$ cat config.mk
export PLATFORM = sky130hd
export DESIGN_NAME = alu_sequencer
export DESIGN_NICKNAME = d
export VERILOG_FILES = /design/src/rtl/alu_seq_pkg.sv /design/src/rtl/alu_seq_decode.sv /design/src/rtl/alu_sequencer.sv
export SDC_FILE = /design/constraint.sdc
export NUM_CORES = 1
export LEC_CHECK = 0
export ABC_CLOCK_PERIOD_IN_PS = 1500
export CORE_MARGIN = 4
export CORE_UTILIZATION = 41
export CTS_CLUSTER_DIAMETER = 50
export DETAILED_ROUTE_END_ITERATION = 8
export PLACE_DENSITY_LB_ADDON = 0.08
export REMOVE_ABC_BUFFERS = 1
export SYNTH_ARGS = -nofsm -noshare
export SYNTH_HDL_FRONTEND = slang
export SYNTH_SLANG_ARGS = --single-unit
$ cat constraint.sdc
create_clock -name clk -period 1.5 [get_ports clk]
set_clock_uncertainty 0.05 [all_clocks]
set_input_delay 0.3 -clock clk [delete_from_list [all_inputs] [get_ports clk]]
set_output_delay 0.3 -clock clk [all_outputs]
set_load 0.05 [all_outputs]
$ cat src/rtl/alu_seq_pkg.sv
// alu_seq_pkg: shared types and constants for the accumulator ALU sequencer.
package alu_seq_pkg;
    localparam int INSTR_W = 12;
    localparam int DATA_W  = 8;

    typedef enum logic [1:0] {IDLE, FETCH, DECODE, EXECUTE} state_t;

    localparam logic [3:0] OP_LDA  = 4'hC;
    localparam logic [3:0] OP_OUT  = 4'hD;
    localparam logic [3:0] OP_NOP  = 4'hE;
    localparam logic [3:0] OP_HALT = 4'hF;
endpackage

$ cat src/rtl/alu_seq_decode.sv
// alu_seq_decode: combinational opcode decoder for the sequencer control path.
module alu_seq_decode
    import alu_seq_pkg::*;
(
    input  logic [3:0] opcode,
    output logic       is_alu,
    output logic       is_lda,
    output logic       is_out,
    output logic       is_halt
);
    assign is_alu  = opcode < OP_LDA;
    assign is_lda  = opcode == OP_LDA;
    assign is_out  = opcode == OP_OUT;
    assign is_halt = opcode == OP_HALT;
endmodule

$ cat src/rtl/alu_sequencer.sv
// alu_sequencer: fetch/decode/execute sequencer driving an external 8-bit accumulator ALU.
module alu_sequencer
    import alu_seq_pkg::*;
#(
    parameter int PC_W = 6
) (
    input  logic               clk,
    input  logic               rst_n,
    input  logic               start,
    output logic [PC_W-1:0]    prog_addr,
    input  logic [INSTR_W-1:0] prog_data,
    output logic [DATA_W-1:0]  alu_acc,
    output logic [DATA_W-1:0]  alu_data,
    output logic [3:0]         alu_opcode,
    input  logic [DATA_W-1:0]  alu_result,
    output logic [DATA_W-1:0]  acc_out,
    output logic               out_valid,
    output logic               busy,
    output logic               done
);
    state_t              state;
    logic [PC_W-1:0]     pc;
    logic [DATA_W-1:0]   acc;
    logic [DATA_W-1:0]   dreg;
    logic [3:0]          opcode_r;
    logic                is_alu, is_lda, is_out, is_halt;

    alu_seq_decode u_decode (
        .opcode  (opcode_r),
        .is_alu  (is_alu),
        .is_lda  (is_lda),
        .is_out  (is_out),
        .is_halt (is_halt)
    );

    // pc only changes on the start and EXECUTE edges, so it already holds steady through DECODE/EXECUTE
    assign prog_addr  = pc;
    assign alu_acc    = acc;
    assign alu_data   = dreg;
    assign alu_opcode = opcode_r;

    always_ff @(posedge clk or negedge rst_n) begin
        if (!rst_n) begin
            state     <= IDLE;
            pc        <= '0;
            acc       <= '0;
            dreg      <= '0;
            opcode_r  <= '0;
            acc_out   <= '0;
            out_valid <= 1'b0;
            busy      <= 1'b0;
            done      <= 1'b0;
        end else begin
            out_valid <= 1'b0;
            done      <= 1'b0;
            case (state)
                IDLE: begin
                    if (start) begin
                        state <= FETCH;
                        pc    <= '0;
                        acc   <= '0;
                        busy  <= 1'b1;
                    end
                end
                FETCH: state <= DECODE;
                DECODE: begin
                    opcode_r <= prog_data[INSTR_W-1:DATA_W];
                    dreg     <= prog_data[DATA_W-1:0];
                    state    <= EXECUTE;
                end
                EXECUTE: begin
                    pc    <= pc + PC_W'(1);
                    state <= is_halt ? IDLE : FETCH;
                    acc   <= is_alu ? alu_result : is_lda ? dreg : acc;
                    if (is_out) begin
                        acc_out   <= acc;
                        out_valid <= 1'b1;
                    end
                    if (is_halt) begin
                        done <= 1'b1;
                        busy <= 1'b0;
                    end
                end
            endcase
        end
    end
endmodule

Yosys cells after proc, flatten, opt, wreduce, memory -nomap -nowiden
Index checks and enable logic that the tools add are counted.
{ "totals": {"regBits": 39, "latchBits": 0, "ramBits": 0, "romBits": 0, "input_bits": 23, "output_inout_bits": 37, "n_memories": 0} }
{ "classes": {"add_sub_neg": 1, "mul": 0, "div": 0, "magnitude_cmp": 1, "eq_ne": 9, "shifts": 0, "mux": 16, "bitwise": 0, "reduce_logical": 6} }
{ "op_table": {"columns": ["op", "count"], "rows": [
  ["2-to-1 mux 8 bit", 3],
  ["case mux 8 bit (2 select lines)", 1],
  ["== test 4 bit (second input constant)", 3],
  ["case mux 6 bit (2 select lines)", 1],
  ["case mux 2 bit (4 select lines)", 1],
  ["2-to-1 mux 1 bit", 7],
  ["adder 6 x 1 -> 6 bit (second input constant)", 1],
  ["2-to-1 mux 6 bit", 1],
  ["AND reduction 3 bit", 2],
  ["== test 2 bit (second input constant)", 2],
  ["less-than comparator 4 bit (second input constant)", 1],
  ["!= test 2 bit (second input constant)", 2],
  ["AND reduction 2 bit", 2],
  ["!= test 3 bit (second input constant)", 1],
  ["== test 2 x 1 -> 1 bit (second input constant)", 1],
  ["logical NOT 2 bit", 1],
  ["2-to-1 mux 2 bit", 1],
  ["case mux 1 bit (2 select lines)", 1],
  ["nonzero test 2 bit", 1]
]} }

Longest topological paths before layout
Gate-level depths: netlist of the first run.
{ "depth": {"word_depth": 4, "mapped_depth": 6} }

Hierarchy
From an unflattened synthesis of the first run, not the netlist that was laid out.
{ "unflattened": {"cells_unflattened": 140, "area_unflattened_um2": 1805.5} }
{ "by_module_without_submodules": {"columns": ["module", "n_inst", "cells_per_inst", "area_per_inst_um2"], "rows": [
  ["alu_sequencer", 1, 136, 1770.4],
  ["alu_seq_decode", 1, 4, 35.0]
]} }

Worst setup path after synthesis of the first run
No wires, ideal clock.
{ "synth_timing": {"kind": "register to register", "start": "reg opcode_r[3] (netlist: alu_opcode[3])", "end": "reg acc_out[0]", "setup_ps": 125, "arrival_time_ps": 1538, "required_ps": 1325, "slack_ps": -213, "path_stages_with_launch": 5, "path_buffers": 1, "cell_sequence": "dfrtp_1 nand3_2 nor3b_2 buf_6 mux2_2"} }
{ "synth_via": {"elab_chain_len": 2} }
{ "synth_rtl": {"columns": ["item", "line", "source"], "rows": [
  ["from (decl)", "alu_sequencer.sv:25", "logic [3:0] opcode_r;"],
  ["from (signal assigned)", "alu_sequencer.sv:67", "opcode_r <= prog_data[INSTR_W-1:DATA_W];"],
  ["== test 4 bit", "alu_seq_decode.sv:13", "assign is_out = opcode == OP_OUT;"],
  ["AND reduction 2 bit (no source line)", null, null],
  ["to (signal assigned)", "alu_sequencer.sv:49", "acc_out <= '0;"],
  ["to (signal assigned)", "alu_sequencer.sv:76", "acc_out <= acc;"],
  ["to (decl)", "alu_sequencer.sv:16", "output logic [DATA_W-1:0] acc_out,"]
]} }
Every way passes these cells.
A chain may end at the register's enable or synchronous reset.

Final worst setup path of the first run
{ "layout_timing": {"start": "reg state[1]", "end": "reg pc[5] (netlist: prog_addr[5])"} }
{ "layout_via": {"elab_chain_len": 3, "elab_cells_between_ends": 6} }
{ "layout_rtl": {"columns": ["item", "line", "source"], "rows": [
  ["from (decl)", "alu_sequencer.sv:21", "state_t state;"],
  ["from (signal assigned)", "alu_sequencer.sv:73", "state <= is_halt ? IDLE : FETCH;"],
  ["== test 2 bit / logical NOT 2 bit (equally long branches)", "alu_sequencer.sv:56", "case (state)"],
  ["nonzero test 2 bit (no source line) / != test 2 bit (equally long branches)", null, null],
  ["AND reduction 2 bit (no source line)", null, null],
  ["to (signal assigned)", "alu_sequencer.sv:72", "pc <= pc + PC_W'(1);"],
  ["to (decl)", "alu_sequencer.sv:22", "logic [PC_W-1:0] pc;"]
]} }
Several ways; a longest one is shown, not always the timed one.

==> results of run 1 <==
## power breakdown
group	switching [mW]	total (mW)	internal (mW)
logic	2.58	5.33	2.75
registers	0.530	1.99	1.46
clock network	0.364	1.03	0.665
total	3.47	8.35	4.88
## per-layer routing
metal  part of all wire  up-vias  track usage
met5                  0        -            0
met4              0.010        0       0.0356
met3              0.066        9       0.0481
met2               0.53       65        0.320
met1               0.40      760        0.216
li1                   -      712            -
## layout by cell type, fill, tap and decap left out, types with 5 or more instances in the layout
| cell | instances |
|---|---|
| mux2_4 | 8 |
| o21ai_0 | 11 |
| mux2_2 | 12 |
| a21boi_0 | 8 |
| clkbuf_8 | 5 |
| mux2i_1 | 7 |
| inv_1 | 9 |
| and3_1 | 10 |
| buf_12 | 40 |
| buf_4 | 21 |
| dfrtp_1 | 38 |
| nand2_1 | 7 |
| clkdlybuf4s50_1 | 21 |
## stage by stage
step,worst slack (ns),cell area (µm²),power (mW),instances
detailed placement,-0.184,2970,6.77,273
floorplan,-0.583,1770,4.15,145
finish,-0.120,3330,8.35,291
global route,-0.160,3330,8.70,291
CTS,-0.107,3210,8.05,285
global placement,-0.102,2970,6.64,273
## worst paths after layout
path / endpoint / slack, ns / cells after the start
worst max-delay path: prog_addr[5]$_DFFE_PN0P_ / -0.12 / 6
worst max register to register: prog_addr[5]$_DFFE_PN0P_ / -0.12 / 6
min in group clk: busy$_DFFE_PN0P_ / 0.52 / 2
worst min register to register: busy$_DFFE_PN0P_ / 0.52 / 2
max in group asynchronous: alu_opcode[3]$_DFFE_PN0N_ / 0.47 / 3
worst min-delay path: acc_out[3]$_DFFE_PN0P_ / 0.45 / 2
## final cells by class
| class | count | share of cell area |
|---|---|---|
| sequential | 39 | 0.293 |
| clock inverter | 2 | 0.0180 |
| clock buffer | 6 | 0.0218 |
| inverter | 11 | 0.0124 |
| multi-input combinational | 95 | 0.263 |
| tap | 50 | 0.0188 |
| timing repair buffer | 88 | 0.373 |
## flip-flops by register name (all words and copies together) (netlist names)
signal / count
acc_out: 8
alu_acc: 8
alu_data: 8
prog_addr: 6
alu_opcode: 4
state: 2
busy: 1
done: 1
out_valid: 1
## kinds of logic after synthesis
group / synth area share
AOI/OAI and AO/OA: 0.113
adders and majority gates: 0.0343
muxes: 0.173
and+or+nand+nor: 0.0947
DFF: 0.535
buffers and inverters: 0.0501
## worst max-delay path, stage by stage, from the launching register on
cell,delay (ns)
dfrtp_2,0.45
ha_4,0.20
buf_6,0.12
mux2i_2,0.18
buf_4,0.20
nor3_2,0.04
a221o_1,0.29
## repair_timing
item                       4_1_cts  5_1_grt
setup buffers                    3        4
cloned                           0        2
setup endpoints to repair       21       36
pin swaps                        4        3
resized for setup               18       14
hold endpoints to repair        18        0
hold buffers                     1        0
==> results by stage, run 1 <==
Worst setup path:
- STA classifies the critical path endpoint as a flop.
- The beginning of the critical path is state[1]$_DFFE_PN0P_.
- The type of element launching the critical path is a flop.
- In this run the critical register-to-register path is launched from state[1]$_DFFE_PN0P_.
- The worst setup path is of the flop to flop kind.
- The largest fanout on the critical path is 6.
- The required arrival time at the worst endpoint is 1.63 ns.
- The arrival time at the worst endpoint is 1.75 ns.

Synth:
- The fraction of post-synthesis cell area in the top cell type by area is 0.535.
- Counting flops and latches in the post-synthesis netlist gives 39.
- The fraction of synthesis flops using an asynchronous set or reset pin is 1.00.
- The area of the mapped netlist is 1820 µm².
- Summed over all instances, the cell type with the most area after synthesis is dfrtp_1.
- Sorting the synthesized cells by area gives the leading types as dfrtp_1 (54%), mux2_2 (12%), mux2i_1 (4.9%).
- In this run, distinct cell masters in the synthesized netlist total 32.
- For this run, the register share of the synthesized area comes to 0.535.
- The number of enable-type register cells in the synthesized netlist is 0.
- dfrtp_1 is the most common cell in the netlist.
- Yosys printed 0 warnings.
- The synthesized area per cell is 11.9 µm².
- The dominant register cell in the synthesized netlist is dfrtp_1.
- Ranked by instance count, the synthesized netlist is headed by dfrtp_1 (39), mux2_2 (20), o21ai_0 (12).
- The synthesized instance count is 153.

STA:
- The total count of max-transition violations in the final report is 0.
- After layout, the worst setup slack is -0.120 ns.
- On the final layout, the worst hold slack is 0.447 ns.
- For the finished layout, the period the worst path requires is 1.62 ns.
- Setup repair after global routing could not meet its margin everywhere.
- The total negative setup slack is -1.41 ns.
- At the pin with the least slew margin, the transition time is 0.464 ns.
- The number of hold-slack violations in the final timing report is 0.
- Setup violations remaining at the end of the flow were counted as 21.
- Of the available clock period, the critical path in the final layout requires 1.08.
- Headroom to the max-slew limit came out at 0.690.
- The maximum clock rate is 617 MHz.

Route:
- The first TritonRoute pass finished after 4 iterations.
- The total wire length after detailed routing is 4980 µm.
- The count of nets left with antenna violations once routing finished came out at 0.
- For this block, the initial DRC count from the detailed router was 108.
- After detailed routing, the number of remaining DRC violations is 0.
- The final routed wire length divided by cell count is 17.1 µm.
- The total number of vias is 1546.
- After detailed routing, the number of vias per cell comes to 5.31.

Clocking:
- The H-tree was split into 2 levels.
- The root buffer cell chosen for the clock tree is clkbuf_8.
- The clock passes through at most 2 buffers.
- The total number of clock tree sinks is 39.
- Clock tree synthesis inserted a total of 5 buffers.
- TritonCTS built the clock tree.
- The clock latency at the later pin of the worst-skew pair is 0.29 ns.
- Clock-pin slew was measured on the worst setup and hold paths at 0.08 ns.

Placed design:
- The count of buffers added on input and output ports is 59.
- The placed wire-length estimate after detailed placement is 3520 µm.
- Routability-driven placement finished with a final weighted congestion of 0.801.

Power and ir drop:
- The worst-case IR drop observed on VDD is 1.60 mV.
- The leakage power is 1.51 nW.
- Power spread over the standard cell area amounts to 2510 nW/µm².

Final layout:
- Fill cells in the final layout number 247.
- Summing all flip-flop and latch instances after layout gives 977 µm².
- The fraction of the core area covered by cells at the end of the flow is 0.804.
- The number of diodes is 0.
- The fraction of final layout cells sized beyond drive strength 1 is 0.448.
- The layout net count is 268.
- Summing all multi-input logic gate instances after layout gives 876 µm².
- Relative to the synthesized area, the layout overhead comes to 82.8%.

Floorplan:
- For this configuration, the core starts out at a cell density of 0.440.
- The die covers 5580 µm².
- For this design the top-level I/O count stands at 60.
- The number of standard-cell rows in the floorplan is 23.
- The die boundary height is 74.7 µm.
- The core region is 4140 µm².
- From left edge to right edge, the die measures 74.7 µm.

Global route:
- The overall routing resource usage is 0.178.
- The initial antenna violation count is 0.
- The first global-routing pass estimated 7490 µm of wire.
- The sum of overflow across all layers after global routing is 0.
- The number of global-route vias before repair is 1577.
- Entering global routing, the biggest net connects 22 pins.

Hold path:
- The class of the tightest hold or removal check is input port to async pin.

Status:
- The final reports fail on setup timing.
- The flow ran to the end, but the final reports show violations.

Run:
- The max-cap check violation count is 0.
Power figures use the tool's default switching activity.
==> inputs of run 2 (changes only) <==
--- a/config.mk
+++ b/config.mk
@@ -6,6 +6,7 @@
 export NUM_CORES = 1
 export LEC_CHECK = 0
 export ABC_CLOCK_PERIOD_IN_PS = 1500
+export CAP_MARGIN = 15
 export CORE_MARGIN = 4
 export CORE_UTILIZATION = 41
 export CTS_CLUSTER_DIAMETER = 50
==> results of run 2 <==
Final layout, timing and power as in run 1 (identical DEF).
==> inputs of run 3 (changes only) <==
--- a/config.mk
+++ b/config.mk
@@ -7,7 +7,6 @@
 export LEC_CHECK = 0
 export ABC_CLOCK_PERIOD_IN_PS = 1500
 export CAP_MARGIN = 15
-export CORE_MARGIN = 4
 export CORE_UTILIZATION = 41
 export CTS_CLUSTER_DIAMETER = 50
 export DETAILED_ROUTE_END_ITERATION = 8
@@ -16,3 +15,4 @@
 export SYNTH_ARGS = -nofsm -noshare
 export SYNTH_HDL_FRONTEND = slang
 export SYNTH_SLANG_ARGS = --single-unit
+export TNS_END_PERCENT = 20
==> constraint.sdc (replaced) <==
create_clock -name clk -period 1.5 [get_ports clk]
set_clock_uncertainty 0.05 [all_clocks]
set_input_delay 0.3 -clock clk [delete_from_list [all_inputs] [get_ports clk]]
set_output_delay 0.3 -clock clk [all_outputs]
set_load 0.1 [all_outputs]
==> run 3 against run 2 <==
  * The flow still finishes with violations (setup timing)
  * Hold slack got worse by 0.012 ns
  * Cell count decreased by 1.7%
  * First-iteration DRC count decreased by 27%
  * Die area decreased by 15%
  * Via count decreased by 4.6%
  * Critical path depth unchanged
  * Core utilization decreased by 3.7 points
  * Register-to-register slack improved by 0.02 ns
  * Clock-buffer cell count unchanged
  * Non-clock buffer count decreased by 5
==> results by stage, run 3 (synthesized netlist as in run 1, its figures left out) <==
Status:
- The flow ran to the end, but the final reports show violations.
- The checks that failed: setup timing.

Global route:
- The number of global-route vias before repair is 1523 (-3.4%).
- The overall routing resource usage is 0.215 (+0.0367).
- The largest net degree at the start of global routing came to 22 (unchanged).
- The sum of overflow across all layers after global routing was 0 (unchanged).
- The initial antenna violation count was 0 (unchanged).
- The first-pass GRT wire length is 7210 µm (-3.7%).

Placed design:
- The final RePlAce weighted congestion is 0.792 (-1.1%).
- The placed wire-length estimate after detailed placement was 3250 µm (-7.4%).
- The pre-CTS setup slack was -0.155 ns (+0.0293 ns).
- The count of port buffers added during placement is 59 (unchanged).

Final layout:
- The fraction of final layout cells sized beyond drive strength 1 is 0.419 (-0.0286).
- From synthesis to final layout, the design area changed by 74.3%.
- In the layout the commonest cells are buf_12 (40), dfrtp_1 (38), clkdlybuf4s50_1 (21).
- The fraction of the core area covered by cells at the end of the flow is 0.767 (-0.0371).
- The number of diodes came to 0 (unchanged).
- The most common library cell in the layout ignoring fill and taps is buf_12.
- The layout net count was 263 (-1.9%).

Worst setup path:
- The number of gates on the worst path with buffers counted is 6 (unchanged).
- The critical path buffer and inverter count is 2 (unchanged).
- STA classifies the critical path startpoint as a flop.
- The maximum single-stage delay on the critical path came to 0.45 ns (about the same).
- The slowest stage of the critical path belongs to the cell dfrtp_2.
- In this run the worst setup path begins at state[1]$_DFFE_PN0P_.
- The kind of end point of the critical path is a flop.
- The arrival time at the worst endpoint was 1.73 ns (-0.02 ns).
- The setup path with the least slack is of type flop to flop.
- The beginning of the worst register-to-register path is state[1]$_DFFE_PN0P_.
- The reg-to-reg endpoint is prog_addr[5]$_DFFE_PN0P_.
- The required arrival time at the worst endpoint is 1.63 ns (about the same).
- The largest fanout on the critical path is 6 (unchanged).
- Traced cell by cell, the critical path runs through ha_4 > buf_4 > mux2i_2 > buf_4 > nor3_1 > a221o_1.
- The kind of cell with the highest combined delay on the critical path is flip-flops.
- The count of cells along the worst register-to-register path was 6 (unchanged).
- The termination of the worst setup path is prog_addr[5]$_DFFE_PN0P_.
- By instance count, the cell type seen most on the critical path is buf_4.
- The register-to-register setup slack is -0.1 ns (+0.02 ns).

STA:
- The post-route worst setup slack is -0.0960 ns (+0.0242 ns).
- The post-route minimum period was 1.60 ns (-0.0242 ns).
- The worst hold slack is 0.435 ns (-0.0120 ns).
- The total negative setup slack was -0.887 ns (+0.519 ns).
- The ratio of final minimum period to clock period is 1.06 (-0.0161).
- The final-report setup violation count is 18 (-14%).
- Setup repair after global routing could not meet its margin everywhere.
- The worst relative slew slack is 0.691 (+0.000987).
- The slew of the pin with the lowest slew margin is 0.463 ns (-0.00148 ns).
- The total count of max-transition violations in the final report is 0 (unchanged).
- The maximum clock rate is 627 MHz (+1.5%).
- The number of hold-slack violations in the final timing report came to 0 (unchanged).

Floorplan:
- The area of the core is 4140 µm² (unchanged).
- The effective utilization at floorplan is 0.440 (unchanged).
- The die boundary height is 68.7 µm (-8.0%).
- The number of standard-cell rows in the floorplan is 23 (unchanged).
- The number of top-level design ports is 60 (unchanged).
- The area of the die was 4720 µm² (-15%).
- The horizontal die dimension came to 68.7 µm (-8.0%).

Run:
- The max-cap check violation count came to 0 (unchanged).

Route:
- The remaining routing DRC violations is 0 (unchanged).
- The first-iteration detailed-routing DRC count was 79 (-27%).
- The total wire length after detailed routing was 4410 µm (-12%).
- The average via count per standard cell is 5.16 (-2.9%).
- The final routed wire length divided by cell count is 15.4 µm (-10%).
- The number of nets with antenna violations after detailed routing is 0 (unchanged).
- The total number of vias is 1475 (-4.6%).
- The number of iterations in the first detailed-routing pass is 4 (unchanged).

Clocking:
- TritonCTS built the clock tree.
- The clock tree buffer depth was 2 (unchanged).
- The clock-pin transition on the worst setup and hold timing paths is 0.08 ns (about the same).
- The CTS root buffer is clkbuf_8.
- The clock latency at the later pin of the worst-skew pair is 0.29 ns (about the same).
- The number of levels the H-tree was split into came to 2 (unchanged).
- The number of clock buffers inserted by TritonCTS is 5 (unchanged).
- The total number of clock tree sinks is 39 (unchanged).

Hold path:
- The class of the tightest hold or removal check is input port to async pin.
## run 3: changes by cell type in the layout (fill, tap and decap cells not counted), sizes merged
| cell | before | now |
|---|---|---|
| bufinv | 2 | 0 |
| clkinv | 0 | 1 |
| clkinvlp | 0 | 1 |
| clkbuf | 7 | 6 |
| buf | 65 | 61 |
## run 3: layout make-up
class                   instances  area [µm²]
repair buffers                 83        1190
flip-flops and latches         39         977
fillers                       261         966
multi-input cells              95         825
clock buffers                   6        72.6
well taps                      50        62.6
inverters                      11        41.3
clock inverters                 2        12.5
## run 3: worst min-delay path by stage
stage                     startpoint                endpoint  slack (ns)  cells after the start
final                          rst_n  acc_out[5]$_DFFE_PN0P_        0.43                      2
after global routing           rst_n  acc_out[5]$_DFFE_PN0P_        0.49                      2
after CTS                      rst_n  acc_out[5]$_DFFE_PN0P_        0.44                      2
after detailed placement       rst_n  acc_out[4]$_DFFE_PN0P_        0.23                      1
after global placement         rst_n  acc_out[4]$_DFFE_PN0P_        0.22                      1
after floorplan                rst_n  acc_out[0]$_DFFE_PN0P_       -0.05                      0
## run 3: per-stage QoR
stage / instance area [µm²] / cells
2_1_floorplan: 1770 / 145
3_3_place_gp: 2960 / 271
3_5_place_dp: 2960 / 271
4_1_cts: 3130 / 283
5_1_grt: 3180 / 286
6_report: 3180 / 286
## run 3: metal layers
metal  vias to the layer above  routed length [µm]  track usage
met1                       711                1910        0.276
met5                         -                   0            0
met3                         7                 261       0.0576
met2                        50                2180        0.338
li1                        707                   -            -
met4                         0                  55       0.0964
## run 3: timing repair
action | CTS | global route
pin swaps | 2 | 2
setup endpoints to repair | 19 | 27
gates resized for setup | 11 | 11
buffers inserted | 3 | 2
cloned | 0 | 1
endpoints found under the hold margin | 18 | 0
hold buffers | 1 | 0
Power of run 3 is not shown: default switching activity piles up to over one toggle a cycle in this logic, so the estimate is an artifact.
